File: config.mk
export PLATFORM = sky130hd
export DESIGN_NAME = uart_tx_stream
export DESIGN_NICKNAME = d
export VERILOG_FILES = /design/src/rtl/uart_tx_stream.sv
export SDC_FILE = /design/constraint.sdc
export NUM_CORES = 1
export LEC_CHECK = 0
export CORE_UTILIZATION = 60
export DETAILED_ROUTE_END_ITERATION = 10
export PLACE_DENSITY_LB_ADDON = 0.05
export SLEW_MARGIN = 20
export SYNTH_ARGS = -nofsm -noshare
export SYNTH_HDL_FRONTEND = slang
export SYNTH_SLANG_ARGS = --single-unit
File: constraint.sdc
create_clock -name clk -period 3.1 [get_ports clk]
set_input_delay 0.93 -clock clk [delete_from_list [all_inputs] [get_ports clk]]
set_output_delay 0.93 -clock clk [all_outputs]
set_load 0.03 [all_outputs]
File: src/rtl/uart_tx_stream.sv
// UART transmitter with an input FIFO (valid/ready), internal s_tick divider and
// a frame FSM supporting 5..9 data bits, optional parity and 1/1.5/2 stop bits.
module uart_tx_stream #(
    parameter int CLK_DIV    = 326,
    parameter int DBIT       = 8,
    parameter int PARITY     = 0,
    parameter int SB_TICK    = 16,
    parameter int FIFO_DEPTH = 8
) (
    input  logic                          clk,
    input  logic                          rst,
    input  logic [DBIT-1:0]               din,
    input  logic                          din_valid,
    output logic                          din_ready,
    output logic                          tx,
    output logic                          busy,
    output logic                          tx_done_tick,
    output logic [$clog2(FIFO_DEPTH):0]   fifo_count
);

    localparam int PW = $clog2(FIFO_DEPTH);
    localparam int DW = $clog2(CLK_DIV);

    localparam logic [2:0] IDLE  = 3'd0;
    localparam logic [2:0] START = 3'd1;
    localparam logic [2:0] DATA  = 3'd2;
    localparam logic [2:0] PAR   = 3'd3;
    localparam logic [2:0] STOP  = 3'd4;

    logic [DBIT-1:0] mem [FIFO_DEPTH];
    logic [PW-1:0]   wr_ptr;
    logic [PW-1:0]   rd_ptr;
    logic            push;
    logic            pop;
    logic [2:0]      state;
    logic [DW-1:0]   div_cnt;
    logic            s_tick;
    logic [5:0]      tick_cnt;
    logic [3:0]      bit_cnt;
    logic [DBIT-1:0] shreg;
    logic            par_bit;
    logic            line;
    logic            bit_end;
    logic            stop_end;

    function automatic logic parity_of(input logic [DBIT-1:0] w);
        return (PARITY == 2) ? ~^w : ^w;
    endfunction

    assign din_ready    = (fifo_count != (PW+1)'(FIFO_DEPTH));
    assign push         = din_valid & din_ready;
    assign pop          = (state == IDLE) && (fifo_count != {(PW+1){1'b0}});
    assign s_tick       = (div_cnt == DW'(CLK_DIV - 1));
    assign bit_end      = s_tick && (tick_cnt == 6'd15);
    assign stop_end     = s_tick && (tick_cnt == 6'(SB_TICK - 1));
    // Done pulse coincides with the last stop s_tick rather than lagging it.
    assign tx_done_tick = (state == STOP) && stop_end;

    // FIFO storage; contents need no reset since pointers define validity
    always_ff @(posedge clk) begin
        if (push) begin
            mem[wr_ptr] <= din;
        end
    end

    // FIFO pointers and occupancy
    always_ff @(posedge clk or posedge rst) begin
        if (rst) begin
            wr_ptr     <= {PW{1'b0}};
            rd_ptr     <= {PW{1'b0}};
            fifo_count <= {(PW+1){1'b0}};
        end else begin
            if (push) wr_ptr <= wr_ptr + PW'(1);
            if (pop)  rd_ptr <= rd_ptr + PW'(1);
            case ({push, pop})
                2'b10:   fifo_count <= fifo_count + (PW+1)'(1);
                2'b01:   fifo_count <= fifo_count - (PW+1)'(1);
                default: fifo_count <= fifo_count;
            endcase
        end
    end

    // s_tick divider, re-phased on every pop so bit edges align to frame start
    always_ff @(posedge clk or posedge rst) begin
        if (rst) begin
            div_cnt <= {DW{1'b0}};
        end else if (pop || s_tick) begin
            div_cnt <= {DW{1'b0}};
        end else begin
            div_cnt <= div_cnt + DW'(1);
        end
    end

    // Frame sequencer
    always_ff @(posedge clk or posedge rst) begin
        if (rst) begin
            state    <= IDLE;
            busy     <= 1'b0;
            tick_cnt <= 6'd0;
            bit_cnt  <= 4'd0;
            shreg    <= {DBIT{1'b0}};
            par_bit  <= 1'b0;
        end else begin
            case (state)
                IDLE: begin
                    if (pop) begin
                        shreg    <= mem[rd_ptr];
                        par_bit  <= parity_of(mem[rd_ptr]);
                        tick_cnt <= 6'd0;
                        bit_cnt  <= 4'd0;
                        state    <= START;
                        busy     <= 1'b1;
                    end
                end
                START: begin
                    if (bit_end) begin
                        tick_cnt <= 6'd0;
                        state    <= DATA;
                    end else if (s_tick) begin
                        tick_cnt <= tick_cnt + 6'd1;
                    end
                end
                DATA: begin
                    if (bit_end) begin
                        tick_cnt <= 6'd0;
                        shreg    <= {1'b0, shreg[DBIT-1:1]};
                        if (bit_cnt == 4'(DBIT - 1)) begin
                            state <= (PARITY != 0) ? PAR : STOP;
                        end else begin
                            bit_cnt <= bit_cnt + 4'd1;
                        end
                    end else if (s_tick) begin
                        tick_cnt <= tick_cnt + 6'd1;
                    end
                end
                PAR: begin
                    if (bit_end) begin
                        tick_cnt <= 6'd0;
                        state    <= STOP;
                    end else if (s_tick) begin
                        tick_cnt <= tick_cnt + 6'd1;
                    end
                end
                STOP: begin
                    if (stop_end) begin
                        tick_cnt <= 6'd0;
                        state    <= IDLE;
                        busy     <= 1'b0;
                    end else if (s_tick) begin
                        tick_cnt <= tick_cnt + 6'd1;
                    end
                end
                default: begin
                    state <= IDLE;
                    busy  <= 1'b0;
                end
            endcase
        end
    end

    // Line level selected by the current state
    always_comb begin
        line = 1'b1;
        case (state)
            START:   line = 1'b0;
            DATA:    line = shreg[0];
            PAR:     line = par_bit;
            default: line = 1'b1;
        endcase
    end

    // Registered serial output, forced idle-high by reset
    always_ff @(posedge clk or posedge rst) begin
        if (rst) begin
            tx <= 1'b1;
        end else begin
            tx <= line;
        end
    end

endmodule

[After elaboration in Yosys (flattened, before gate mapping)]
Memory sizes are Yosys's and may differ from the RTL's.
Cells that the tools add are included.
Word-level totals
  flip-flop bits (word level): 43
  bits in writable memories: 64
  input bits: 11
  logic and storage cells: 83
  memories kept: 1
Operators by class
  $add $sub $neg: 7
  equal/unequal tests: 18
  mux-type cells: 26
  bitwise gates (word level): 2
  reduce and logical (&&, ||, !) cells: 18
Memories
  mem: depth 8, bits a word 8, read ports 1, clocked after memory_dff 0, write ports 1, line 30  | logic [DBIT-1:0] mem [FIFO_DEPTH];
Operators by type and width (count)
  $mux 3: 6
  $mux 6: 3
  $mux 8: 2
  $pmux 4 s2: 2
  $pmux 8 s2: 1
  $pmux 3 s5: 1
  $ne 2x2->1 const B: 7
  $mux 4: 3
  $pmux 6 s2: 1
  $add 9x1->9 const B: 1
  $eq 9x9->1 const B: 1
  $mux 9: 1
  $reduce_and 3->1: 3
  $add 4x1->4 const B: 2
  $reduce_xor 8->1: 1
  $add 3x1->3 const B: 2
  $add 6x1->6 const B: 1
  $eq 3x2->1 const B: 2
  $eq 6x4->1 const B: 1
  $pmux 1 s3: 2
  $reduce_and 6->1: 1
  $reduce_bool 2->1: 3
  $eq 4x3->1 const B: 1
  $mux 1: 4
  other kinds (17): 19

[Depth between registers and ports, before layout]
Gate-level depths: netlist (run 1).
  depth in word-level cells: 4
  depth in mapped cells: 11

[Least setup slack after synthesis (run 1)]
No wires, ideal clock.
  path type: register -> register
  from: reg fifo_count[1]
  to: reg fifo_count[2]
  library setup time: 138 ps
  arrival time: 2520 ps
  required time: 2962 ps
  slack: 441 ps
  stages on the path, launching flop included: 11
  cell sequence: dfrtp_1 or4_1 nand3_1 inv_2 ha_1 xor2_1 ha_1 a21oi_1 xor2_1 nor2_1 xor2_1
Between the ends
  longest elaborated chain between the ends: 4
  elaborated cells between the ends (all ways): 10
  classes of those cells: add/sub (2); eq/ne (3); mux (1); bitwise (1); reduce/logical (3)
Ends and longest elaborated chain
  from (decl): line 18  | output logic [$clog2(FIFO_DEPTH):0] fifo_count
  from (signal assigned): line 71  | fifo_count <= {(PW+1){1'b0}};
  from (signal assigned): line 76  | 2'b10: fifo_count <= fifo_count + (PW+1)'(1);
  from (signal assigned): line 77  | 2'b01: fifo_count <= fifo_count - (PW+1)'(1);
  $reduce_bool 4->1 (*): line 52  | assign pop = (state == IDLE) && (fifo_count != {(PW+1){1'b0}});
  $logic_and 1x1->1 (*): line 52
  net pop: line 34  | logic pop;
  $eq 2x1->1 / $eq 2x2->1 (equally long branches): line 75  | case ({push, pop})
  $pmux 4 s2 / $reduce_bool 2->1 (equally long branches)
The timed path passes the listed nets; every way through them passes the cells marked *.
A chain may end at the register's enable or synchronous reset.

[Worst setup path after layout (run 1)]
  from: reg fifo_count[0]
  to: out din_ready
Between the ends
  longest elaborated chain between the ends: 1
Ends and longest elaborated chain
  $ne 4x4->1: line 50  | assign din_ready = (fifo_count != (PW+1)'(FIFO_DEPTH));
  to (decl): line 14  | output logic din_ready,
Every way passes these cells.

==> results of run 1 <==
cell families (layout without fill, tap and decap cells):
| logic type | after synthesis | in the layout | synth area share, % |
|---|---|---|---|
| mux | 28 | 28 | 11.3 |
| fa+ha+maj | 9 | 9 | 2.41 |
| compound gates | 34 | 34 | 4.04 |
| flops | 107 | 107 | 64.2 |
| simple gates | 107 | 107 | 10.4 |
| buf+inv | 16 | 55 | 2.20 |
| xor+xnor | 29 | 29 | 5.44 |
sequential cells by signal, summed over array words and instances, names as in the netlist:
signal / count
bit_cnt: 4
busy: 1
div_cnt: 9
fifo_count: 4
mem: 64
par_bit: 1
rd_ptr: 3
shreg: 8
state: 3
tick_cnt: 6
tx: 1
wr_ptr: 3
power groups by stage:
stage / clock network [mW] / logic (mW) / registers, mW
after CTS: 0.889 / 1.55 / 2.12
after global routing: 0.931 / 1.72 / 2.16
after detailed placement: 0 / 1.55 / 2.15
after floorplan: 0 / 1.24 / 2.09
after global placement: 0 / 1.52 / 2.14
final: 0.860 / 1.54 / 2.12
final timing paths:
kind	startpoint	to	slack (ns)	depth (start not counted)
max	fifo_count[0]	din_ready	0.36	3
min reg2reg	shreg[7]	shreg[7]	0.50	2
max in group asynchronous	rst	shreg[4]	1.60	3
min in group asynchronous	rst	fifo_count[0]	0.94	2
max reg2reg	fifo_count[1]	fifo_count[2]	0.51	10
min	shreg[7]	shreg[7]	0.50	2
metrics by stage:
| step | setup slack, ns | area [um^2] | hold slack, ns | total power, mW |
|---|---|---|---|---|
| 2_1_floorplan | 0.441 | 4670 | 0.445 | 3.33 |
| 3_3_place_gp | 0.303 | 5000 | 0.460 | 3.66 |
| 3_5_place_dp | 0.275 | 5000 | 0.474 | 3.69 |
| 4_1_cts | 0.192 | 5230 | 0.497 | 4.55 |
| 5_1_grt | 0.266 | 5230 | 0.527 | 4.81 |
| 6_report | 0.359 | 5230 | 0.495 | 4.52 |
metal layers:
layer	up-vias	routed length, um
met4	0	73
met5	-	0
li1	1290	-
met1	1299	3740
met2	47	3700
met3	8	285
area by class of cell:
type	count	area (um^2)
fill	513	2180
tap	99	124
sequential	107	3000
multi-input combinational	207	1580
clock inverter	7	98.8
timing repair buffer	32	283
clock buffer	9	124
inverter	7	26.3
cells in the mapped netlist, drive strengths merged (2+ instances only):
| library cell | count |
|---|---|
| a21oi | 5 |
| and2 | 3 |
| and3 | 3 |
| buf | 5 |
| clkbuf | 4 |
| dfrtp | 42 |
| edfxtp | 64 |
| ha | 9 |
| inv | 7 |
| mux2 | 4 |
| mux2i | 8 |
| mux4 | 16 |
| nand2 | 37 |
| nand2b | 2 |
| nand3 | 9 |
| nand4 | 7 |
| nor2 | 35 |
| nor3 | 4 |
| o21ai | 23 |
| xnor2 | 14 |
| xor2 | 15 |
worst reg2reg max path: stages (launching register included):
cell and delay [ns]:
dfrtp_1 0.47, or4_1 0.62, nand3_1 0.15, inv_2 0.11, ha_1 0.27, xor2_1 0.17
ha_1 0.18, a21oi_1 0.15, xor2_1 0.17, nor2_1 0.07, xor2_1 0.14
cells in the final DEF (no fill, tap or decap), drive strengths merged:
cell type	count
or2	1
clkinv	5
a21oi	5
a311o	1
ha	9
nor3b	1
and4	1
nand2b	2
edfxtp	64
xnor2	14
mux4	16
buf	15
inv	9
nand4	7
dfstp	1
or4	1
xor2	15
and3	3
o21ai	23
nor3	4
a32o	1
mux2i	8
a211oi	1
o211ai	1
dfrtp	42
o22ai	1
clkbuf	9
nor2	35
nand3b	1
nor4b	1
clkdlybuf4s50	17
o31ai	1
nand2	37
and4b	1
nand3	9
mux2	4
and2	3
what timing repair did:
action | in CTS | in global routing
hold buffers | 0 | 0
resized for setup | 0 | 1
endpoints found under the setup margin | 0 | 1
==> results.yml, run 1 <==
cts:
  cts_setup_buffers: 0
  clkTransAtPathRegs_ns: 0.11
  numCtsBuffers: 9
  cts-root-buf: "clkbuf_8"
  h-tree-depth: 3
  clk_latency_ns: 0.38
  cts.sinks: 107
  cts_tree: "done"
  cts_max_path_buffers: 2
die:
  rows: 31
  die_area_um2: 8140
  initial_core_util_pct: 63.1
  core_area_um2: 7410
  die_w_um: 90.2
  die_h_um: 90.2
  io_pins: 19
power:
  p_comb_share_pct: 34.1
  p_per_area_nw_per_um2: 864
  leakagePower_nw: 2.03
  switching_share_pct: 34.9
  cellInternalPower_mw: 2.94
  ir_worst_vdd_v: 0.000418
  clockPowerShare_pct: 19.0
  p_seq_share_pct: 46.9
  power_switching_mw: 1.58
placed_design:
  dp.cells: 452
  hpwl_um: 5280
  port_buffers: 18
  gp_congestion: 0.819
global_routing:
  grt_use_total_pct: 21.3
  grt_pass1_wl_um: 13100
  grt-busiest-layer: "met2"
  gr-usage-met2_pct: 34.4
  grt_max_degree: 30
  met3_usage_pct: 4.82
  grt_pass1_vias: 2569
  overflow: 0
  grtUsageMet1_pct: 29.7
  antenna_found_initial: 0
critical_path:
  criticalPathCategory: "register to primary output"
  cpPeakStageDelay_ns: 0.62
  crit_chain: "nor3_1, nand2_1, clkdlybuf4s50_1"
  critPathRequiredTime_ns: 2.17
  cp_num_buf_inv: 1
  startpoint_type: "register"
  end_kind: "primary output"
  crit_family: "buffers and inverters"
  critPathSlowestCell: "clkdlybuf4s50_1"
  arrival_ns: 1.81
  cp_max_fo: 8
yosys:
  synthCells: 330
  ys_async_sr_fraction_pct: 40.2
  ys_ff_latch: 107
  netlist_area_um2: 4670
  seq_area_frac_synth_pct: 64.2
  synth_largest_area_cell: "edfxtp_1"
  yosys_warnings: 0
  synth_top_area_share_pct: 41.1
  synth_edf_count: 64
  synth_ff_type: "edfxtp_1"
  synth_area_leaders: "edfxtp_1 (41%), dfrtp_1 (22%), mux4_1 (5.1%)"
  synthesis.nets: 350
  yosysUniqueCellTypes: 43
  syn_area_per_cell_um2: 14.2
status:
  status: "completed"
cells_and_area:
  final_core_util_pct: 70.6
  fin_nets: 384
  drive_gt1_share_pct: 13.0
  insertedDiodeCount: 0
  final_cells: 468
  syn2layout_area_growth_pct: 12.0
drt:
  num_vias: 2644
  wirelength_um: 7800
  via_per_inst: 5.65
  wire_per_inst_um: 16.7
  antenna_left: 0
  drtPass1Iterations: 4
  drt_iter0_drc: 126
  post-route-drc-count: 0
timing:
  fmax_mhz: 365
  tightestPinTransition_ns: 0.773
  finalCritPeriodShare_pct: 88.4
  drv_slew: 0
  final.setup_skew_ns: 0.0132
  finalWorstPathRequiredPeriod_ns: 2.74
  final-hold-violation-count: 0
  setup_viol: 0
  fin_tns_setup_ns: 0
  slew_headroom_pct: 48.5
  rsz0062_at_grt: "false"
worst_hold_path:
  hold_path_class: "register to register"
run:
  cap_violations: 0
(Power assumes the default switching activity.)
==> run 2, diff against run 1 <==
- CELL_PAD_IN_SITES_DETAIL_PLACEMENT: not set -> 1
- CELL_PAD_IN_SITES_GLOBAL_PLACEMENT: not set -> 1
- CORE_UTILIZATION: 60 -> 51
==> run 2 against run 1 <==
  * Power up 2.7%
  * Via count grew 2.9%
  * Non-clock buffer count is 2 higher
  * Critical endpoint unchanged
==> results.yml, run 2 (same netlist as run 1, synthesis figures left out) <==
status:
  status: "completed"
global_routing:
  grt_pass1_wl_um: 14900
  antenna_found_initial: 0
  grt_pass1_vias: 2831
  overflow: 0
  grt_max_degree: 44
  grt_use_total_pct: 20.8
cts:
  cts_max_path_buffers: 2
  h-tree-depth: 3
  cts_resized: 0
  cts_tree: "done"
  numCtsBuffers: 9
  cts_setup_buffers: 0
  clk_latency_ns: 0.39
  cts-root-buf: "clkbuf_8"
  clkTransAtPathRegs_ns: 0.13
  cts.sinks: 107
  hold_buffers: 0
drt:
  wirelength_um: 8920
  via_per_inst: 5.68
  wire_per_inst_um: 18.6
  drt_iter0_drc: 106
  antenna_left: 0
  post-route-drc-count: 0
  drtPass1Iterations: 4
  num_vias: 2720
die:
  core_area_um2: 8810
  io_pins: 19
  die_w_um: 97.7
  rows: 34
  die_area_um2: 9550
  die_h_um: 97.7
  initial_core_util_pct: 53.1
timing:
  setup_viol: 0
  rsz0062_at_grt: "false"
  tightestPinTransition_ns: 0.652
  hold_slack_ns: 0.496
  slew_headroom_pct: 56.5
  drv_slew: 0
  finalCritPeriodShare_pct: 89.5
  fmax_mhz: 360
  fin_tns_setup_ns: 0
  final.setup_skew_ns: 0.0200
  final-hold-violation-count: 0
  finalWorstPathRequiredPeriod_ns: 2.78
critical_path:
  end_kind: "primary output"
  startpoint_type: "register"
  cpPeakStageDelay_ns: 0.61
  crit_family: "buffers and inverters"
  critPathSlowestCell: "clkdlybuf4s50_1"
  criticalPathCategory: "register to primary output"
  arrival_ns: 1.85
  cp_max_fo: 8
  cp_num_buf_inv: 1
  crit_chain: "nor3_1, nand2_1, clkdlybuf4s50_1"
  critPathRequiredTime_ns: 2.17
power:
  power_switching_mw: 1.67
  switching_share_pct: 36.0
  p_per_area_nw_per_um2: 882
  clockPowerShare_pct: 19.8
  leakagePower_nw: 2.04
  ir_worst_vdd_v: 0.000475
  cellInternalPower_mw: 2.97
  p_comb_share_pct: 34.6
  p_seq_share_pct: 45.6
worst_hold_path:
  hold_path_class: "register to register"
cells_and_area:
  syn2layout_area_growth_pct: 12.5
  insertedDiodeCount: 0
  final_common_cell: "edfxtp_1"
  final_cell_mix: "edfxtp_1 (64), dfrtp_1 (42), nand2_1 (37)"
  fin_nets: 386
  reg_top3: "mem (64), div_cnt (9), shreg (8)"
  regMostFlops: "mem"
  drive_gt1_share_pct: 12.9
  largest_register_ffs: 64
placed_design:
  gp_congestion: 0.792
  hpwl_um: 6160
  port_buffers: 18
run:
  cap_violations: 0
-- run 2: final cells by class --
| type | count | area (um^2) |
|---|---|---|
| Inverter | 7 | 26.3 |
| Timing Repair Buffer | 34 | 298 |
| Sequential cell | 107 | 3000 |
| Fill cell | 872 | 3550 |
| Tap cell | 108 | 135 |
| Clock inverter | 7 | 104 |
| Clock buffer | 9 | 124 |
| Multi-Input combinational cell | 207 | 1570 |
-- run 2: worst reg2reg max path: stages, from the launching register on --
cell and delay (ns):
dfrtp_1 0.48, or4_1 0.60, nand3_1 0.15, inv_2 0.11
ha_1 0.27, xor2_1 0.17, ha_1 0.19, a21oi_1 0.15
xor2_1 0.16, nor2_1 0.06, xor2_1 0.13
-- run 2: worst paths after layout --
kind,startpoint,endpoint,slack [ns],cells past startpoint
min reg2reg,shreg[7],shreg[7],0.50,2
min,shreg[7],shreg[7],0.50,2
max in group asynchronous,rst,tx,1.73,3
min in group asynchronous,rst,div_cnt[0],0.97,3
max,fifo_count[1],din_ready,0.32,3
max reg2reg,fifo_count[1],fifo_count[2],0.52,10
-- run 2: power groups by stage --
stage	Clock (mW)	Sequential [mW]	Combinational (mW)
2_1_floorplan	0	2.09	1.24
3_3_place_gp	0	2.13	1.57
3_5_place_dp	0	2.14	1.62
4_1_cts	0.944	2.11	1.63
5_1_grt	0.989	2.16	1.78
6_report	0.919	2.11	1.61
-- run 2: per-layer routing --
layer	wire (um)	share of wire (%)	global-route usage [%]
met2	4360	49	33.7
met3	226	2.5	5.25
met5	0	0	0
met1	4250	48	28.3
met4	87	0.98	5.59
-- run 2: stage by stage --
stage | total power [mW] | setup slack (ns) | util [%] | instance area (um^2) | instances
floorplan | 3.33 | 0.441 | - | 4670 | 330
global placement | 3.70 | 0.298 | 57.1 | 5030 | 463
detailed placement | 3.76 | 0.243 | 57.1 | 5030 | 463
CTS | 4.69 | 0.294 | 59.7 | 5260 | 479
global route | 4.92 | 0.157 | 59.7 | 5260 | 479
finish | 4.64 | 0.325 | 59.7 | 5260 | 479
==> run 3, diff against run 2 <==
- CORE_UTILIZATION: 51 -> 35
==> run 3 against run 2 <==
  * Count of clock-buffer cells in the layout is 1 higher
  * Highest routed layer unchanged
  * Wire length grew 4.6%
  * Utilization fell by 18 points
  * Die area increased by 45%
  * Largest cell class unchanged
==> results.yml, run 3 (same netlist as run 1, synthesis figures left out) <==
timing:
  finalCritPeriodShare_pct: 88.7
  final-hold-violation-count: 0
  rsz0062_at_grt: "false"
  fin_tns_setup_ns: 0
  setup_viol: 0
  fmax_mhz: 364
  slew_headroom_pct: 53.4
  drv_slew: 0
  tightestPinTransition_ns: 0.699
  hold_slack_ns: 0.477
  finalWorstPathRequiredPeriod_ns: 2.75
  final.setup_skew_ns: 0.0100
drt:
  post-route-drc-count: 0
  num_vias: 2656
  wirelength_um: 9340
  antenna_left: 0
  via_per_inst: 4.89
  drtPass1Iterations: 4
  drt_iter0_drc: 150
  wire_per_inst_um: 17.2
placed_design:
  gp_congestion: 0.709
  port_buffers: 18
  dp.cells: 527
  hpwl_um: 6220
critical_path:
  end_kind: "primary output"
  r2r_setup_slack_ns: 0.53
  reg2reg_from: "fifo_count[1]"
  critPathRequiredTime_ns: 2.17
  startpoint_type: "register"
  r2r_end: "fifo_count[2]"
  arrival_ns: 1.82
  criticalPathCategory: "register to primary output"
  rr_worst_depth: 10
  cp_max_fo: 8
status:
  status: "completed"
power:
  ir_worst_vdd_v: 0.000408
  p_per_area_nw_per_um2: 895
  leakagePower_nw: 2.07
  finalPower_mw: 4.84
cts:
  cts.sinks: 107
  numCtsBuffers: 9
  cts_max_path_buffers: 2
  clk_latency_ns: 0.36
  clkTransAtPathRegs_ns: 0.07
  hold_buffers: 0
  h-tree-depth: 3
  cts_tree: "done"
  cts_setup_buffers: 0
  cts-root-buf: "clkbuf_16"
  cts_resized: 0
cells_and_area:
  fin_nets: 386
  final_common_cell: "edfxtp_1"
  drive_gt1_share_pct: 12.9
  largest_register_ffs: 64
  syn2layout_area_growth_pct: 15.6
  reg_top3: "mem (64), div_cnt (9), shreg (8)"
  final_cell_mix: "edfxtp_1 (64), dfrtp_1 (42), nand2_1 (37)"
  final_cells: 543
  insertedDiodeCount: 0
  regMostFlops: "mem"
worst_hold_path:
  hold_path_depth: 2
  min_to: "shreg[7]"
  hold_path_class: "register to register"
  min_from: "shreg[7]"
die:
  die_w_um: 118
  initial_core_util_pct: 36.4
  core_area_um2: 12800
  rows: 41
  die_area_um2: 13800
  die_h_um: 118
  io_pins: 19
global_routing:
  overflow: 0
  antenna_found_initial: 0
  grt_pass1_vias: 2848
  grt_max_degree: 21
  grt_use_total_pct: 15.2
  grt_pass1_wl_um: 15900
run:
  cap_violations: 0
run 3: worst max-delay path, stage by stage, from the launching register on:
cell             delay [ns]
dfrtp_1                0.47
nor3_1                 0.21
nand2_1                0.15
clkdlybuf4s50_1        0.63
run 3: worst max path at each step:
stage | start | end | slack (ns) | cells after the start
3_3_place_gp | din_valid | fifo_count[2] | 0.28 | 9
2_1_floorplan | fifo_count[1] | fifo_count[2] | 0.44 | 10
3_5_place_dp | din_valid | fifo_count[2] | 0.26 | 9
4_1_cts | fifo_count[1] | din_ready | 0.30 | 3
6_report | fifo_count[1] | din_ready | 0.35 | 3
5_1_grt | div_cnt[3] | tx_done_tick | 0.23 | 5
run 3: cell type report:
class                           instances  area [um^2]
Tap cell                              172          215
Fill cell                            1341         7420
Clock inverter                          6         63.8
Inverter                                7         26.3
Multi-Input combinational cell        207         1570
Timing Repair Buffer                   34          298
Clock buffer                           10          229
Sequential cell                       107         3000
run 3: where the power goes:
| group | internal, mW | leakage [nW] | switching, mW |
|---|---|---|---|
| Sequential | 1.84 | 1.12 | 0.268 |
| Clock | 0.570 | 0.140 | 0.557 |
| Combinational | 0.784 | 0.810 | 0.818 |
| Total | 3.19 | 2.07 | 1.64 |
run 3: metal layers:
| metal | part of all wire, % | track usage (%) | wire length, um |
|---|---|---|---|
| met1 | 50 | 21.4 | 4630 |
| met3 | 3.9 | 3.97 | 361 |
| met5 | 0 | 0 | 0 |
| met2 | 45 | 22.9 | 4230 |
| met4 | 1.2 | 4.81 | 115 |
run 3: metrics by stage:
stage | cell area [um^2] | setup slack [ns] | util, %
global route | 5400 | 0.230 | 42.1
floorplan | 4670 | 0.441 | -
global placement | 5110 | 0.276 | 39.8
finish | 5400 | 0.351 | 42.1
detailed placement | 5110 | 0.257 | 39.8
CTS | 5400 | 0.302 | 42.1
